### config.mk
export PLATFORM = sky130hd
export DESIGN_NAME = peach_lsu_flat
export DESIGN_NICKNAME = d
export VERILOG_FILES = /design/src/rtl/peach_lsu_if.sv /design/src/rtl/peach_lsu.sv /design/src/flat_wrapper.sv
export SDC_FILE = /design/constraint.sdc
export NUM_CORES = 1
export LEC_CHECK = 0
export BUFFER_PORTS_ARGS = -buffer_cell sky130_fd_sc_hd__clkbuf_2
export CAP_MARGIN = 20
export CORE_ASPECT_RATIO = 1.4
export CORE_MARGIN = 5
export CORE_UTILIZATION = 45
export DETAILED_ROUTE_END_ITERATION = 7
export HOLD_SLACK_MARGIN = 0.02
export PLACE_DENSITY = 0.86
export SLEW_MARGIN = 0
export SYNTH_ARGS = -nofsm -noshare
export SYNTH_HDL_FRONTEND = slang
export SYNTH_SLANG_ARGS = --single-unit
### constraint.sdc
create_clock -name clk -period 3.7 [get_ports clk]
set_clock_uncertainty 0.15 [all_clocks]
set_input_delay 0.555 -clock clk [delete_from_list [all_inputs] [get_ports clk]]
set_output_delay 0.555 -clock clk [all_outputs]
set_load 0.02 [all_outputs]
### src/rtl/peach_lsu_if.sv
// Bundle of core-request, response and memory-side signals for the PEACH load/store unit.
// The slave modport is the LSU's view; master is the core/memory environment.
interface peach_lsu_if;
    logic        req_valid;
    logic        req_ready;
    logic        req_store;
    logic [2:0]  req_funct3;
    logic [31:0] req_addr;
    logic [31:0] req_wdata;
    logic        rsp_valid;
    logic [31:0] rsp_rdata;
    logic        rsp_error;
    logic        mem_valid;
    logic        mem_ready;
    logic [31:0] mem_addr;
    logic [3:0]  mem_wstrb;
    logic [31:0] mem_wdata;
    logic [31:0] mem_rdata;

    modport slave (
        input  req_valid, req_store, req_funct3, req_addr, req_wdata,
        output req_ready,
        output rsp_valid, rsp_rdata, rsp_error,
        output mem_valid, mem_addr, mem_wstrb, mem_wdata,
        input  mem_ready, mem_rdata
    );

    modport master (
        output req_valid, req_store, req_funct3, req_addr, req_wdata,
        input  req_ready,
        input  rsp_valid, rsp_rdata, rsp_error,
        input  mem_valid, mem_addr, mem_wstrb, mem_wdata,
        output mem_ready, mem_rdata
    );
endinterface

### src/rtl/peach_lsu.sv
// Single-outstanding RV32I load/store unit: decodes, aligns and sign-extends
// accesses to a word-addressed memory port, with an optional wait-state timeout.
module peach_lsu #(
    parameter int unsigned TIMEOUT_CYCLES = 16
) (
    input logic         clk,
    input logic         reset,
    peach_lsu_if.slave  bus
);

    typedef enum logic [1:0] {
        S_IDLE   = 2'd0,
        S_ACCESS = 2'd1,
        S_RESP   = 2'd2
    } state_t;

    localparam logic [8:0] TIMEOUT_LIMIT = 9'(TIMEOUT_CYCLES);

    state_t      state_q, state_d;
    logic [7:0]  cnt_q, cnt_d;
    logic        store_q, store_d;
    logic [2:0]  funct3_q, funct3_d;
    logic [1:0]  addr_lo_q, addr_lo_d;
    logic        mem_valid_q, mem_valid_d;
    logic [31:0] mem_addr_q, mem_addr_d;
    logic [3:0]  mem_wstrb_q, mem_wstrb_d;
    logic [31:0] mem_wdata_q, mem_wdata_d;
    logic        rsp_valid_q, rsp_valid_d;
    logic [31:0] rsp_rdata_q, rsp_rdata_d;
    logic        rsp_error_q, rsp_error_d;

    function automatic logic req_legal(input logic store, input logic [2:0] f3);
        logic ok;
        if (store) begin
            ok = (f3 == 3'b000) || (f3 == 3'b001) || (f3 == 3'b010);
        end else begin
            ok = (f3 == 3'b000) || (f3 == 3'b001) || (f3 == 3'b010) ||
                 (f3 == 3'b100) || (f3 == 3'b101);
        end
        return ok;
    endfunction

    function automatic logic req_misaligned(input logic [2:0] f3, input logic [1:0] lo);
        logic mis;
        case (f3[1:0])
            2'b01:   mis = lo[0];
            2'b10:   mis = (lo != 2'b00);
            default: mis = 1'b0;
        endcase
        return mis;
    endfunction

    function automatic logic [3:0] store_strobe(input logic [2:0] f3, input logic [1:0] lo);
        logic [3:0] s;
        case (f3[1:0])
            2'b00:   s = 4'b0001 << lo;
            2'b01:   s = lo[1] ? 4'b1100 : 4'b0011;
            2'b10:   s = 4'b1111;
            default: s = 4'b0000;
        endcase
        return s;
    endfunction

    function automatic logic [31:0] store_data(input logic [2:0] f3, input logic [31:0] w);
        logic [31:0] d;
        case (f3[1:0])
            2'b00:   d = {4{w[7:0]}};
            2'b01:   d = {2{w[15:0]}};
            2'b10:   d = w;
            default: d = 32'h0000_0000;
        endcase
        return d;
    endfunction

    // Lane select by the low address bits, then sign/zero extension by funct3.
    function automatic logic [31:0] load_extract(input logic [2:0] f3, input logic [1:0] lo,
                                                 input logic [31:0] r);
        logic [7:0]  b;
        logic [15:0] h;
        logic [31:0] d;
        case (lo)
            2'b00:   b = r[7:0];
            2'b01:   b = r[15:8];
            2'b10:   b = r[23:16];
            2'b11:   b = r[31:24];
            default: b = 8'h00;
        endcase
        h = lo[1] ? r[31:16] : r[15:0];
        case (f3)
            3'b000:  d = {{24{b[7]}}, b};
            3'b001:  d = {{16{h[15]}}, h};
            3'b010:  d = r;
            3'b100:  d = {24'h00_0000, b};
            3'b101:  d = {16'h0000, h};
            default: d = 32'h0000_0000;
        endcase
        return d;
    endfunction

    // Next-state, memory-port and response computation.
    always_comb begin
        state_d     = state_q;
        cnt_d       = cnt_q;
        store_d     = store_q;
        funct3_d    = funct3_q;
        addr_lo_d   = addr_lo_q;
        mem_valid_d = mem_valid_q;
        mem_addr_d  = mem_addr_q;
        mem_wstrb_d = mem_wstrb_q;
        mem_wdata_d = mem_wdata_q;
        rsp_valid_d = 1'b0;
        rsp_rdata_d = rsp_rdata_q;
        rsp_error_d = rsp_error_q;

        case (state_q)
            S_IDLE: begin
                if (bus.req_valid) begin
                    store_d   = bus.req_store;
                    funct3_d  = bus.req_funct3;
                    addr_lo_d = bus.req_addr[1:0];
                    cnt_d     = 8'd0;
                    if (req_legal(bus.req_store, bus.req_funct3) &&
                        !req_misaligned(bus.req_funct3, bus.req_addr[1:0])) begin
                        state_d     = S_ACCESS;
                        mem_valid_d = 1'b1;
                        mem_addr_d  = {bus.req_addr[31:2], 2'b00};
                        mem_wstrb_d = bus.req_store ? store_strobe(bus.req_funct3, bus.req_addr[1:0])
                                                    : 4'b0000;
                        mem_wdata_d = bus.req_store ? store_data(bus.req_funct3, bus.req_wdata)
                                                    : 32'h0000_0000;
                    end else begin
                        state_d     = S_RESP;
                        rsp_valid_d = 1'b1;
                        rsp_error_d = 1'b1;
                        rsp_rdata_d = 32'h0000_0000;
                    end
                end else begin
                    state_d = S_IDLE;
                end
            end
            S_ACCESS: begin
                // A ready in the final wait cycle beats the timeout.
                if (bus.mem_ready) begin
                    state_d     = S_RESP;
                    rsp_valid_d = 1'b1;
                    rsp_error_d = 1'b0;
                    rsp_rdata_d = store_q ? 32'h0000_0000
                                          : load_extract(funct3_q, addr_lo_q, bus.mem_rdata);
                    mem_valid_d = 1'b0;
                    mem_addr_d  = 32'h0000_0000;
                    mem_wstrb_d = 4'b0000;
                    mem_wdata_d = 32'h0000_0000;
                end else if ((TIMEOUT_LIMIT != 9'd0) && (({1'b0, cnt_q} + 9'd1) == TIMEOUT_LIMIT)) begin
                    state_d     = S_RESP;
                    rsp_valid_d = 1'b1;
                    rsp_error_d = 1'b1;
                    rsp_rdata_d = 32'h0000_0000;
                    mem_valid_d = 1'b0;
                    mem_addr_d  = 32'h0000_0000;
                    mem_wstrb_d = 4'b0000;
                    mem_wdata_d = 32'h0000_0000;
                end else begin
                    cnt_d = (cnt_q == 8'hFF) ? cnt_q : cnt_q + 8'd1;
                end
            end
            S_RESP: begin
                state_d = S_IDLE;
            end
            default: begin
                state_d     = S_IDLE;
                mem_valid_d = 1'b0;
                mem_addr_d  = 32'h0000_0000;
                mem_wstrb_d = 4'b0000;
                mem_wdata_d = 32'h0000_0000;
            end
        endcase
    end

    // State and output registers; reset drops the memory request at once.
    always_ff @(posedge clk or posedge reset) begin
        if (reset) begin
            state_q     <= S_IDLE;
            cnt_q       <= 8'd0;
            store_q     <= 1'b0;
            funct3_q    <= 3'b000;
            addr_lo_q   <= 2'b00;
            mem_valid_q <= 1'b0;
            mem_addr_q  <= 32'h0000_0000;
            mem_wstrb_q <= 4'b0000;
            mem_wdata_q <= 32'h0000_0000;
            rsp_valid_q <= 1'b0;
            rsp_rdata_q <= 32'h0000_0000;
            rsp_error_q <= 1'b0;
        end else begin
            state_q     <= state_d;
            cnt_q       <= cnt_d;
            store_q     <= store_d;
            funct3_q    <= funct3_d;
            addr_lo_q   <= addr_lo_d;
            mem_valid_q <= mem_valid_d;
            mem_addr_q  <= mem_addr_d;
            mem_wstrb_q <= mem_wstrb_d;
            mem_wdata_q <= mem_wdata_d;
            rsp_valid_q <= rsp_valid_d;
            rsp_rdata_q <= rsp_rdata_d;
            rsp_error_q <= rsp_error_d;
        end
    end

    assign bus.req_ready = (state_q == S_IDLE);
    assign bus.rsp_valid = rsp_valid_q;
    assign bus.rsp_rdata = rsp_rdata_q;
    assign bus.rsp_error = rsp_error_q;
    assign bus.mem_valid = mem_valid_q;
    assign bus.mem_addr  = mem_addr_q;
    assign bus.mem_wstrb = mem_wstrb_q;
    assign bus.mem_wdata = mem_wdata_q;

endmodule

### src/flat_wrapper.sv
// flat-port wrapper written by rule: the top's interface ports become plain ports
module peach_lsu_flat 
#(
    parameter int unsigned TIMEOUT_CYCLES = 16
)
  (clk, reset, bus_req_valid, bus_req_store, bus_req_funct3, bus_req_addr, bus_req_wdata, bus_req_ready, bus_rsp_valid, bus_rsp_rdata, bus_rsp_error, bus_mem_valid, bus_mem_addr, bus_mem_wstrb, bus_mem_wdata, bus_mem_ready, bus_mem_rdata);
  peach_lsu_if bus_i ();
  input logic clk;
  input logic reset;
  input wire logic [$bits(bus_i.req_valid)-1:0] bus_req_valid;
  input wire logic [$bits(bus_i.req_store)-1:0] bus_req_store;
  input wire logic [$bits(bus_i.req_funct3)-1:0] bus_req_funct3;
  input wire logic [$bits(bus_i.req_addr)-1:0] bus_req_addr;
  input wire logic [$bits(bus_i.req_wdata)-1:0] bus_req_wdata;
  output wire logic [$bits(bus_i.req_ready)-1:0] bus_req_ready;
  output wire logic [$bits(bus_i.rsp_valid)-1:0] bus_rsp_valid;
  output wire logic [$bits(bus_i.rsp_rdata)-1:0] bus_rsp_rdata;
  output wire logic [$bits(bus_i.rsp_error)-1:0] bus_rsp_error;
  output wire logic [$bits(bus_i.mem_valid)-1:0] bus_mem_valid;
  output wire logic [$bits(bus_i.mem_addr)-1:0] bus_mem_addr;
  output wire logic [$bits(bus_i.mem_wstrb)-1:0] bus_mem_wstrb;
  output wire logic [$bits(bus_i.mem_wdata)-1:0] bus_mem_wdata;
  input wire logic [$bits(bus_i.mem_ready)-1:0] bus_mem_ready;
  input wire logic [$bits(bus_i.mem_rdata)-1:0] bus_mem_rdata;
  assign bus_i.req_valid = bus_req_valid;
  assign bus_i.req_store = bus_req_store;
  assign bus_i.req_funct3 = bus_req_funct3;
  assign bus_i.req_addr = bus_req_addr;
  assign bus_i.req_wdata = bus_req_wdata;
  assign bus_req_ready = bus_i.req_ready;
  assign bus_rsp_valid = bus_i.rsp_valid;
  assign bus_rsp_rdata = bus_i.rsp_rdata;
  assign bus_rsp_error = bus_i.rsp_error;
  assign bus_mem_valid = bus_i.mem_valid;
  assign bus_mem_addr = bus_i.mem_addr;
  assign bus_mem_wstrb = bus_i.mem_wstrb;
  assign bus_mem_wdata = bus_i.mem_wdata;
  assign bus_i.mem_ready = bus_mem_ready;
  assign bus_i.mem_rdata = bus_mem_rdata;
  peach_lsu #(.TIMEOUT_CYCLES(TIMEOUT_CYCLES)) u_core (.clk(clk), .reset(reset), .bus(bus_i));
endmodule
* Word level (Yosys, flattened, before mapping) *
Cells that the tools add are included.
W data, S select, Z words.

operators by class
  $add $sub $neg = 2
  equal/unequal tests = 24
  shifts and indexed selects = 1
  muxes and demuxes = 57
  bitwise gates (word level) = 1
  reductions and logical operators = 17

operators with widths
  kind                   count
  $mux W32               11
  $pmux W32 S3           3
  $pmux W32 S5           1
  $pmux W32 S2           1
  $mux W8                4
  $pmux W8 S4            1
  $mux W4                6
  $pmux W4 S3            2
  $mux W1                17
  $mux W16               1
  $pmux W8 S2            1
  $eq A3 B3 Y1 const B   4
  $ne A2 B2 Y1 const B   5
  $add A8 B1 Y9 const B  1
  $eq A9 B5 Y1 const B   1
  $add A8 B1 Y8 const B  1
  $eq A2 B2 Y1 const B   4
  $eq A8 B8 Y1 const B   1
  $mux W2                4
  $reduce_and A4 Y1      2
  $eq A2 B1 Y1 const B   3
  $eq A3 B1 Y1 const B   2
  $eq A3 B2 Y1 const B   2
  $logic_not A2 Y1       3
  other kinds (14)       21

storage, ports and cells
  register bits after elaboration = 119
  bits of input ports = 104
  output and inout bits = 104
  logic and storage cells = 114

* Depth between registers and ports, before layout *
  word-level depth = 12
  mapped depth = 10
  gate-level depth less buffers = 7

* Worst setup path before layout *
No wires, ideal clock.

  path kind = input port to flip-flop
  start point = input bus_req_funct3[0]
  end point = register u_core.mem_wdata_q[10] (netlist: u_core.bus.mem_wdata[10])
  setup time = 125 ps
  arrival = 2286 ps
  setup slack = 1139 ps
  stages on the path = 10
  buffers on the path = 3
  cell sequence = inv_1 -> ha_1 -> or2_1 -> clkbuf_1 -> a31oi_1 -> a41o_1 -> o21ai_2 -> buf_6 -> buf_6 -> mux2_4

between the ends
  longest elaborated chain between the ends = 11

ends and longest elaborated chain
  element                                           line                              source
  start: declaration                                flat_wrapper.sv:12                input wire logic [$bits(bus_i.req_funct3)-1:0] bus_req_funct3;
  $eq A3 B1 Y1 or $logic_not A3 Y1 (tied branches)  peach_lsu.sv:35, peach_lsu.sv:37
  $logic_or A1 B1 Y1 (2 in series)                  peach_lsu.sv:35, peach_lsu.sv:37
  $logic_or A1 B1 Y1                                peach_lsu.sv:37                   ok = (f3 == 3'b000) || (f3 == 3'b001) || (f3 == 3'b010) ||
  $logic_or A1 B1 Y1                                peach_lsu.sv:38                   (f3 == 3'b100) || (f3 == 3'b101);
  $mux W1                                           peach_lsu.sv:34                   if (store) begin
  $mux W1                                           peach_lsu.sv:117                  if (bus.req_valid) begin
  $mux W1                                           peach_lsu.sv:115                  case (state_q)
  $logic_and A1 B1 Y1                               peach_lsu.sv:122                  if (req_legal(bus.req_store, bus.req_funct3) &&
  $ne A2 B1 Y1 (no line)                            n/a
  $reduce_and A4 Y1 (no line)                       n/a
  end signal: assignment                            peach_lsu.sv:203                  mem_wdata_q <= mem_wdata_d;
  end: declaration                                  peach_lsu.sv:27                   logic [31:0] mem_wdata_q, mem_wdata_d;

Parallel ways exist; a longest one is shown, timed or not. The select of a mux whose other input is x is not followed.
A chain may end at the register's enable or synchronous reset.

* Worst setup path in the final report *
  start point = register u_core.cnt_q[0]
  end point = register u_core.mem_wstrb_q[1] (netlist: u_core.bus.mem_wstrb[1])

between the ends
  longest elaborated chain between the ends = 4

ends and longest elaborated chain
  element                      line              source
  start: declaration           peach_lsu.sv:20   logic [7:0] cnt_q, cnt_d;
  start signal: assignment     peach_lsu.sv:196  cnt_q <= cnt_d;
  $add A8 B1 Y9                peach_lsu.sv:153  end else if ((TIMEOUT_LIMIT != 9'd0) && (({1'b0, cnt_q} + 9'd1) == TIMEOUT_LIMIT)) begin
  $eq A9 B5 Y1                 peach_lsu.sv:153
  $ne A3 B2 Y1 (no line)       n/a
  $reduce_and A4 Y1 (no line)  n/a
  end signal: assignment       peach_lsu.sv:202  mem_wstrb_q <= mem_wstrb_d;
  end: declaration             peach_lsu.sv:26   logic [3:0] mem_wstrb_q, mem_wstrb_d;

Every way passes these cells.

==> impl_metrics.py <==
metrics = {
    "run_status": {
        "status": "completed",
    },
    "clock_network": {
        "clkLatencyLatePin_ns": 0.40,
        "clk_pin_slew_worst_paths_ns": 0.05,
        "clock_sinks": 117,
        "cts_tree": "built",
        "cts_root_buf": "clkbuf_16",
        "cts_buffer_depth": 2,
        "cts-buffers-inserted": 17,
        "hold_buffers": 0,
        "cts_resized": 0,
        "htree_levels": 4,
        "postCtsSetupBuffers": 0,
    },
    "yosys": {
        "synth_cells": 569,
        "synth_edf_count": 0,
        "synth-compound-area-share": 0.249,
        "yosysWarnings": 0,
        "ys.flop_type": "dfrtp_1",
        "ys_types": 56,
        "synth_fa_ha_area_frac": 0.0106,
        "async_flop_share": 1.00,
        "syn-cell-area_sq_um": 5890,
        "synth_seq_area_share": 0.497,
        "syn_area_per_cell_sq_um": 10.3,
        "synth_seq_cells": 117,
        "muxShareOfSynthArea": 0.0880,
        "synth_simple_gate_area_frac": 0.108,
        "synth_top_family_by_area": "compound AO/OA/AOI/OAI gates",
        "synth_xor_area_frac": 0,
    },
    "worst_setup_path": {
        "ff2ff_path_depth": 7,
        "reg2reg_from": "u_core.cnt_q[0]",
        "critPathArrivalTime_ns": 3.06,
        "crit_type": "reg -> reg",
        "end_kind": "flip-flop",
        "r2r_end": "u_core.bus.mem_wstrb[1]",
        "required_ns": 3.84,
        "cp_max_fo": 42,
        "start_kind": "flip-flop",
        "reg2reg_slack_ns": 0.77,
    },
    "sta": {
        "relSlewSlack": 0.374,
        "rsz0062_at_grt": "false",
        "max_freq_ghz": 0.342,
        "timing.final.crit_period_ns": 2.93,
        "drv_slew": 0,
        "fin_setup_tns_ns": 0,
        "period_share": 0.791,
        "tightest_slew_ns": 0.938,
        "finalHoldViolCount": 0,
        "finalSetupViolCount": 0,
    },
    "grt": {
        "grt_pass1_wl_microns": 26700,
        "antenna_found_initial": 0,
        "grt_usage": 0.213,
        "grt_max_degree": 47,
        "grt_pass1_vias": 5283,
        "grt.overflow.total": 0,
    },
    "die": {
        "core_area_sq_um": 12800,
        "start_util": 0.459,
        "io_pins": 208,
        "rows": 49,
        "dieArea_sq_um": 15500,
        "die_w_microns": 107,
        "die_h_microns": 145,
    },
    "placement": {
        "hpwlAfterDp_microns": 12600,
        "gp_congestion": 0.930,
        "placed_cell_area_sq_um": 7040,
        "io_buffer_count": 205,
        "dp.cells": 895,
    },
    "drt": {
        "postRouteAntennaNets": 0,
        "wl_per_cell_microns": 18.1,
        "viasPerCell": 5.76,
        "wl_microns": 16700,
        "first_pass_iters": 7,
        "dr_total_vias": 5308,
        "drc": 0,
        "drt_first_iter_violations": 372,
    },
    "cells_and_area": {
        "regArea_sq_um": 2930,
        "multi_input_area_sq_um": 2700,
        "syn2layout_area_growth_pct": 28.3,
        "drive_gt1_frac": 0.390,
        "antenna_cells": 0,
        "utilization": 0.589,
        "instances_no_fill": 922,
        "fin_area_sq_um": 7550,
        "fill_cells": 1076,
        "final_nets": 870,
    },
    "power_and_ir_drop": {
        "vdd_drop_max_uv": 377,
        "leakagePower_nw": 3.94,
        "power_density_nw_per_um2": 641,
    },
    "flow_run": {
        "maxCapViolCount": 0,
    },
    "min_path": {
        "hp-class": "in -> async",
    },
}
[worst max-delay path by stage]
stage | from | slack (ns) | to
2_1_floorplan | bus_req_funct3[0] | 1.14 | u_core.bus.mem_wdata[10]
3_3_place_gp | bus_req_funct3[1] | 0.74 | u_core.bus.mem_wstrb[1]
3_5_place_dp | bus_req_funct3[1] | 0.65 | u_core.bus.mem_wstrb[3]
4_1_cts | u_core.cnt_q[1] | 0.78 | u_core.bus.mem_wstrb[3]
5_1_grt | u_core.cnt_q[1] | 0.56 | u_core.bus.mem_wstrb[3]
6_report | u_core.cnt_q[0] | 0.77 | u_core.bus.mem_wstrb[1]
[area by class of cell]
type | count | share of cell area
flip-flops and latches | 117 | 0.388
clock inverters | 6 | 0.00762
multi-input cells | 391 | 0.357
well taps | 153 | 0.0253
repair buffers | 220 | 0.154
inverters | 14 | 0.00745
clock buffers | 21 | 0.0610
[Yosys cell counts, types with 2 or more instances]
library cell | n | share of area
dfrtp_1 | 117 | 0.50
nand2_1 | 53 | 0.034
nor2_1 | 52 | 0.033
a22o_1 | 39 | 0.058
clkbuf_1 | 29 | 0.018
mux2_2 | 28 | 0.054
a21oi_1 | 27 | 0.023
o21ai_0 | 27 | 0.023
a22oi_1 | 23 | 0.029
a31o_2 | 17 | 0.025
mux2i_1 | 15 | 0.026
inv_1 | 14 | 0.0089
a21o_1 | 13 | 0.017
buf_2 | 10 | 0.0085
a222oi_1 | 8 | 0.014
nand3_1 | 8 | 0.0068
a211oi_1 | 7 | 0.0089
o211ai_1 | 7 | 0.0089
o221ai_1 | 6 | 0.0089
ha_1 | 5 | 0.011
and2_1 | 4 | 0.0043
buf_1 | 4 | 0.0026
nand2b_1 | 4 | 0.0043
nor2b_1 | 4 | 0.0043
a32o_1 | 3 | 0.0051
buf_6 | 3 | 0.0057
nand3b_1 | 3 | 0.0038
or3_1 | 3 | 0.0032
a211o_1 | 2 | 0.0030
a31oi_1 | 2 | 0.0021
and3_1 | 2 | 0.0021
buf_4 | 2 | 0.0026
mux2_4 | 2 | 0.0051
nor3b_1 | 2 | 0.0026
o21a_1 | 2 | 0.0026
o21bai_1 | 2 | 0.0026
[power breakdown]
group          internal [W]  switching (W)  total, W  leakage (nW)
clock              0.000931       0.000524   0.00146         0.256
combinational      0.000621       0.000986   0.00161          2.10
sequential          0.00156       0.000220   0.00178          1.58
total               0.00311        0.00173   0.00484          3.94
[critical path: stages, from the launching register on]
cell and delay, ns:
dfrtp_1 0.42, ha_1 0.30, a211o_1 0.17, a211oi_2 0.08, o2111a_2 0.34, o21ai_4 0.67
buf_12 0.30, mux2_2 0.36
[placed cells by master, fill, tap and decap left out, drive strengths merged, types with 3 or more instances in the layout]
| cell type | instances |
|---|---|
| mux2 | 30 |
| nor2b | 4 |
| a31o | 17 |
| or3 | 3 |
| a21o | 13 |
| nand3 | 8 |
| a21oi | 27 |
| nand3b | 3 |
| nand2 | 53 |
| and2 | 5 |
| mux2i | 15 |
| ha | 5 |
| o21ai | 29 |
| nand2b | 4 |
| clkinv | 4 |
| a22oi | 23 |
| a211oi | 8 |
| o221ai | 6 |
| inv | 13 |
| a22o | 39 |
| dfrtp | 117 |
| clkbuf | 226 |
| o211ai | 7 |
| a32o | 3 |
| a222oi | 8 |
| nor2 | 52 |
| buf | 15 |
[cells by family after synthesis]
| group | Yosys count |
|---|---|
| adder cells (fa/ha/maj) | 5 |
| buffers and inverters | 62 |
| multiplexers | 46 |
| flip-flops | 117 |
| AO/OA/AOI/OAI | 197 |
| other | 1 |
| AND/OR/NAND/NOR | 141 |
[metrics by stage]
stage               hold slack [ns]  total power, W  setup WS, ns
floorplan                     0.297         0.00285          1.14
global placement              0.317         0.00337         0.739
detailed placement            0.322         0.00340         0.655
CTS                           0.147         0.00488         0.775
global route                  0.195         0.00509         0.559
finish                        0.129         0.00484         0.773
[layer usage]
metal | track usage | up-vias | part of all wire
met3 | 0.0533 | 31 | 0.076
met2 | 0.356 | 257 | 0.50
li1 | - | 2478 | -
met5 | 0 | - | 0
met1 | 0.263 | 2542 | 0.40
met4 | 0.0851 | 0 | 0.024
[sequential cells by signal (all words and copies together), names as in the netlist]
| name | flops |
|---|---|
| u_core.state_q | 2 |
| u_core.addr_lo_q | 2 |
| u_core.bus.rsp_error | 1 |
| u_core.bus.mem_wdata | 32 |
| u_core.funct3_q | 3 |
| u_core.bus.mem_valid | 1 |
| u_core.bus.mem_wstrb | 4 |
| u_core.bus.rsp_rdata | 32 |
| u_core.cnt_q | 8 |
| u_core.bus.mem_addr | 30 |
| u_core.store_q | 1 |
| u_core.bus.rsp_valid | 1 |
Note: power is estimated with default switching activity, not from simulation.
